File: src/rtl/uartrx_cfg.sv
// Oversampling UART receiver on clk with a clock-enable tick. Frame format is
// set by parameters; received words are delivered over a valid/ready handshake.
//
// state   | meaning
// IDLE    | waiting for a synchronised falling edge on rx
// START   | counting to mid start bit to confirm it (a high sample is a false start)
// DATA    | sampling DATA_BITS data bits mid-bit, LSB first
// PARITY  | sampling the parity bit and latching any mismatch
// STOP    | sampling STOP_BITS stop bits, then completing the frame
module uartrx_cfg #(
  parameter int CLK_FREQ   = 1000000,
  parameter int BAUD_RATE  = 9600,
  parameter int OVERSAMPLE = 16,
  parameter int DATA_BITS  = 8,
  parameter int PARITY_EN  = 0,
  parameter int PARITY_ODD = 0,
  parameter int STOP_BITS  = 1
) (
  input  logic                 clk,
  input  logic                 rst,
  input  logic                 rx,
  input  logic                 rx_ready,
  output logic [DATA_BITS-1:0] rx_data,
  output logic                 rx_valid,
  output logic                 parity_err,
  output logic                 frame_err,
  output logic                 overrun_err,
  output logic                 busy
);

  localparam int DIV  = CLK_FREQ / (BAUD_RATE * OVERSAMPLE);
  localparam int DIVW = (DIV > 1) ? $clog2(DIV) : 1;
  localparam int SCW  = $clog2(OVERSAMPLE);

  localparam logic [DIVW-1:0] DIV_LAST = DIVW'(DIV - 1);
  localparam logic [SCW-1:0]  SC_MID   = SCW'(OVERSAMPLE / 2 - 1);
  localparam logic [SCW-1:0]  SC_LAST  = SCW'(OVERSAMPLE - 1);
  localparam logic [3:0]      BIT_LAST = 4'(DATA_BITS - 1);
  localparam logic            STOP_LAST = 1'(STOP_BITS - 1);
  localparam logic            ODD       = (PARITY_ODD != 0);

  typedef enum logic [2:0] {
    S_IDLE,
    S_START,
    S_DATA,
    S_PARITY,
    S_STOP
  } state_e;

  state_e                 state_q, state_d;
  logic [DIVW-1:0]        div_q, div_d;
  logic                   sync1_q, sync2_q, prev_q;
  logic [SCW-1:0]         sc_q, sc_d;
  logic [3:0]             bit_q, bit_d;
  logic                   stop_q, stop_d;
  logic [DATA_BITS-1:0]   shift_q, shift_d;
  logic                   perr_q, perr_d;
  logic                   ferr_q, ferr_d;
  logic [DATA_BITS-1:0]   data_q, data_d;
  logic                   valid_q, valid_d;
  logic                   pe_q, pe_d;
  logic                   fe_q, fe_d;
  logic                   ovr_q, ovr_d;
  logic                   tick;
  logic                   done;
  logic                   accept;

  assign tick  = (div_q == DIV_LAST);
  assign div_d = tick ? '0 : div_q + 1'b1;

  always_comb begin
    state_d = state_q;
    sc_d    = sc_q;
    bit_d   = bit_q;
    stop_d  = stop_q;
    shift_d = shift_q;
    perr_d  = perr_q;
    ferr_d  = ferr_q;
    done    = 1'b0;

    unique case (state_q)
      S_IDLE: begin
        if (prev_q && !sync2_q) begin
          state_d = S_START;
          sc_d    = '0;
          bit_d   = '0;
          stop_d  = 1'b0;
          perr_d  = 1'b0;
          ferr_d  = 1'b0;
        end
      end
      S_START: begin
        if (tick) begin
          if (sc_q == SC_MID) begin
            sc_d    = '0;
            state_d = sync2_q ? S_IDLE : S_DATA;
          end else begin
            sc_d = sc_q + 1'b1;
          end
        end
      end
      S_DATA: begin
        if (tick) begin
          sc_d = sc_q + 1'b1;
          if (sc_q == SC_LAST) begin
            shift_d = {sync2_q, shift_q[DATA_BITS-1:1]};
            if (bit_q == BIT_LAST) begin
              bit_d   = '0;
              state_d = (PARITY_EN != 0) ? S_PARITY : S_STOP;
            end else begin
              bit_d = bit_q + 1'b1;
            end
          end
        end
      end
      S_PARITY: begin
        if (tick) begin
          sc_d = sc_q + 1'b1;
          if (sc_q == SC_LAST) begin
            perr_d  = sync2_q ^ (^shift_q) ^ ODD;
            state_d = S_STOP;
          end
        end
      end
      S_STOP: begin
        if (tick) begin
          sc_d = sc_q + 1'b1;
          if (sc_q == SC_LAST) begin
            ferr_d = ferr_q | ~sync2_q;
            if (stop_q == STOP_LAST) begin
              done    = 1'b1;
              state_d = S_IDLE;
            end else begin
              stop_d = 1'b1;
            end
          end
        end
      end
      default: state_d = S_IDLE;
    endcase
  end

  // A word accepted in the same cycle a frame completes frees the slot for it.
  always_comb begin
    accept  = valid_q && rx_ready;
    data_d  = data_q;
    valid_d = valid_q;
    pe_d    = pe_q;
    fe_d    = fe_q;
    ovr_d   = 1'b0;
    if (done) begin
      if (!valid_q || accept) begin
        data_d  = shift_q;
        valid_d = 1'b1;
        pe_d    = perr_q;
        fe_d    = ferr_d;
      end else begin
        ovr_d = 1'b1;
      end
    end else if (accept) begin
      valid_d = 1'b0;
    end
  end

  always_ff @(posedge clk or negedge rst) begin
    if (!rst) begin
      state_q <= S_IDLE;
      div_q   <= '0;
      sync1_q <= 1'b1;
      sync2_q <= 1'b1;
      prev_q  <= 1'b1;
      sc_q    <= '0;
      bit_q   <= '0;
      stop_q  <= 1'b0;
      shift_q <= '0;
      perr_q  <= 1'b0;
      ferr_q  <= 1'b0;
      data_q  <= '0;
      valid_q <= 1'b0;
      pe_q    <= 1'b0;
      fe_q    <= 1'b0;
      ovr_q   <= 1'b0;
    end else begin
      state_q <= state_d;
      div_q   <= div_d;
      sync1_q <= rx;
      sync2_q <= sync1_q;
      prev_q  <= sync2_q;
      sc_q    <= sc_d;
      bit_q   <= bit_d;
      stop_q  <= stop_d;
      shift_q <= shift_d;
      perr_q  <= perr_d;
      ferr_q  <= ferr_d;
      data_q  <= data_d;
      valid_q <= valid_d;
      pe_q    <= pe_d;
      fe_q    <= fe_d;
      ovr_q   <= ovr_d;
    end
  end

  assign rx_data     = data_q;
  assign rx_valid    = valid_q;
  assign parity_err  = pe_q;
  assign frame_err   = fe_q;
  assign overrun_err = ovr_q;
  assign busy        = (state_q != S_IDLE);

endmodule

File: config.mk
export PLATFORM = sky130hd
export DESIGN_NAME = uartrx_cfg
export DESIGN_NICKNAME = d
export VERILOG_FILES = /design/src/rtl/uartrx_cfg.sv
export SDC_FILE = /design/constraint.sdc
export NUM_CORES = 1
export LEC_CHECK = 0
export ABC_CLOCK_PERIOD_IN_PS = 2820
export BUFFER_PORTS_ARGS = -buffer_cell sky130_fd_sc_hd__buf_2
export CORE_MARGIN = 2
export CORE_UTILIZATION = 55
export DETAILED_ROUTE_END_ITERATION = 10
export GPL_ROUTABILITY_DRIVEN = 0
export PLACE_DENSITY = 0.75
export SETUP_SLACK_MARGIN = 0.3
export SYNTH_ARGS = -nofsm -noshare
export SYNTH_HDL_FRONTEND = slang
export SYNTH_SLANG_ARGS = --single-unit
File: constraint.sdc
create_clock -name clk -period 2.82 [get_ports clk]
set_clock_uncertainty 0.15 [all_clocks]
set_input_delay 0.282 -clock clk [delete_from_list [all_inputs] [get_ports clk]]
set_output_delay 0.282 -clock clk [all_outputs]
set_load 0.01 [all_outputs]
==> results by group <==
Setup path
  – Startpoint Class: flip-flop
  – Max incr delay on CP: 0.40 ns
  – Critical path arrival: 2.24 ns
  – Critical Path Slowest Stage Cell: dfrtp_1
  – Critical R2R Launch: sc_q[0]
  – Sequence of cells on the critical path: ha_1 > nand3_1 > nor2_1 > nand3_1 > nor2b_1 > buf_4 > mux2_2
  – Crit path top cell by count: nand3_1
  – R2R setup slack: 0.68 ns
  – Worst Path Max Fanout: 10
  – Worst r2r dst: rx_data[2]
  – CP endpoint kind: flip-flop
  – Crit Path Class: flip-flop to flip-flop
  – R2R cell count: 7
  – Req. time, crit path: 2.92 ns

Final layout
  – Share of layout cells above drive strength 1: 34.3%
  – Fin area: 2010 um^2
  – Antenna diode count: 0
  – Fillers: 283
  – NumNets Final: 174
  – Layout area overhead: 10.4%

CTS
  – CTS tree: done
  – Post-CTS sizing: 0
  – H-Tree Depth: 2
  – CTS Buf Count: 5
  – Clock net sink count: 39
  – Max Root-Sink Buffers: 2
  – Clk pin slew, worst setup/hold paths: 0.12 ns
  – Post-CTS Setup Inserts: 0
  – CTS Root Cell: clkbuf_4
  – Insertion delay to the later sink of the worst-skew pair: 0.35 ns

GRT
  – Total GRT Usage: 18.5%
  – Largest net degree at the start of global routing: 40
  – First-pass GRT wire length: 5040 um
  – Vias in the first global route: 1171
  – Initial antenna violation count: 0
  – GRT overflow: 0

Yosys
  – Top-area cell type share of the netlist area: 49.5%
  – Yosys reg bits: 39
  – Post-Syn Instances: 146
  – Top_reg_cell synth: dfrtp_1
  – Syn Area/Cell: 12.5 um^2
  – Number of synthesized flops with an enable pin: 0
  – Most frequent cell after synthesis: dfrtp_1
  – Sequential area share after synthesis: 53.8%
  – Mapped Nets: 152
  – Synth top area cells: dfrtp_1 49%, mux2_2 13%, dfstp_2 4.3%, xnor2_1 3.8%, o21ai_0 2.5%
  – Synthesized area: 1820 um^2
  – Yosys Warn Count: 0
  – Synth area leader: dfrtp_1
  – Post-synth ARST share: 100%
  – Most instantiated cells after synthesis: 36 x dfrtp_1, 21 x mux2_2, 9 x nand2_1, 9 x o21ai_0
  – Netlist cell types: 38

Place
  – Placed cell area: 1930 um^2
  – I/O Buffers: 16
  – Dpl hpwl: 2110 um

Route
  – First drt pass iteration count: 4
  – Wirelength per Cell: 13.8 um
  – Vias: 1143
  – Total wire length: 2950 um
  – Vias per std cell: 5.37
  – Routed Antenna Nets: 0
  – Detailed Route Iter0 Violations: 57
  – DRC viols: 0

Die
  – Starting Density: 58.7%
  – IO Pins: 17
  – Die Ht: 61.6 um
  – Die width: 61.6 um
  – Row count: 20
  – DIE AREA: 3790 um^2
  – Core area: 3100 um^2

Timing
  – Final Cycle Share: 76.0%
  – RSZ-0062 raised after global routing: no
  – Endpoints failing hold: 0
  – Worst relative slew slack: 44.3%
  – Worst-Margin Slew: 0.836 ns
  – Fin. max-slew vios: 0
  – Setup violators final: 0
  – Max Fclk: 467 MHz
  – Setup_tns: 0 ns
  – Tmin final: 2.14 ns

Outcome
  – Outcome: finished clean

Power and ir drop
  – PwrDens: 651 nW/um^2
  – Peak supply drop: 0.000385 V
  – P_leak: 0.980 nW

Min path
  – Worst Hold Class: primary input to flip-flop
  – Hold path depth: 3
  – Hold EP: overrun_err
  – Hold wc startpoint: rx_ready

Job
  – Maxcap violations: 0
metal layers:
layer  routed length (um)  vias up  GRT usage [%]
li1                     -      558              -
met1                 1410      549           23.3
met2                 1370       26           29.0
met3                   91       10           5.04
met4                   76        0           10.0
met5                    0        -              0
power by group:
part,total [mW],internal [mW],switching [mW]
Clock,0.287,0.0952,0.192
Combinational,0.352,0.165,0.188
Sequential,0.670,0.599,0.0707
Total,1.31,0.859,0.450
sequential cells by signal (all words and copies together), names as in the netlist:
name / count
rx_data: 8
shift_q: 8
bit_q: 4
sc_q: 4
div_q: 3
state_q: 3
ferr_q: 1
frame_err: 1
overrun_err: 1
parity_err: 1
perr_q: 1
prev_q: 1
rx_valid: 1
sync1_q: 1
sync2_q: 1
layout make-up:
class	count	area (um^2)	area share, %
Sequential cell	39	980	48.7
Multi-Input combinational cell	98	792	39.4
Timing Repair Buffer	19	108	5.35
Tap cell	44	55.1	2.74
Clock buffer	5	37.5	1.87
Clock inverter	3	20.0	0.996
Inverter	5	18.8	0.933
worst max-delay path, delay by kind of cell, from the launching register on:
family	cells	cell delay, ns
flops	1	0.40
fa+ha+maj	1	0.21
simple gates	4	0.73
mux	1	0.35
buf+inv	1	0.20
metrics by stage:
stage	util [%]	power [mW]	hold WS (ns)	std cells	setup WS, ns
floorplan	-	0.969	-0.164	146	0.902
global placement	62.3	1.01	0.198	203	0.733
detailed placement	62.3	1.03	0.202	203	0.692
CTS	64.8	1.32	0.0595	213	0.682
global route	64.8	1.38	0.0695	213	0.504
finish	64.8	1.31	0.0647	213	0.677
what timing repair did:
item | 4_1_cts | 5_1_grt
hold buffers | 2 | 0
endpoints found under the hold margin | 37 | 0
setup endpoints to repair | 0 | 0
worst max-delay path by stage:
| stage | startpoint | end | slack, ns | depth (start not counted) |
|---|---|---|---|---|
| after floorplan | state_q[0] | state_q[1] | 0.90 | 6 |
| after global placement | sc_q[0] | rx_data[5] | 0.73 | 7 |
| after detailed placement | sc_q[0] | rx_data[4] | 0.69 | 7 |
| after CTS | sc_q[0] | rx_data[4] | 0.68 | 7 |
| after global routing | sc_q[0] | parity_err | 0.50 | 7 |
| final | sc_q[0] | rx_data[2] | 0.68 | 7 |
logic make-up (layout without fill, tap and decap cells):
logic type / Yosys count / in the layout / synth area share [%]
AOI/OAI and AO/OA: 19 / 19 / 7.07
xor gates and xnor gates: 10 / 10 / 4.81
adders and majority gates: 2 / 2 / 1.37
buffers and inverters: 9 / 32 / 2.75
DFF: 39 / 39 / 53.8
muxes: 24 / 24 / 14.9
and+or+nand+nor: 43 / 43 / 15.3
cells in the final DEF (no fill, tap or decap), drive strengths merged, types with 3 or more instances in the layout:
cell / synthesis / layout
dfrtp: 36 / 36
mux2: 22 / 22
buf: 4 / 17
nand2: 9 / 9
o21ai: 9 / 9
nor2: 8 / 8
xnor2: 8 / 8
inv: 5 / 5
clkbuf: 0 / 5
nand3: 4 / 4
nor2b: 4 / 4
a21oi: 3 / 3
dfstp: 3 / 3
nor3: 3 / 3
o22ai: 3 / 3
(Power assumes the default switching activity.)
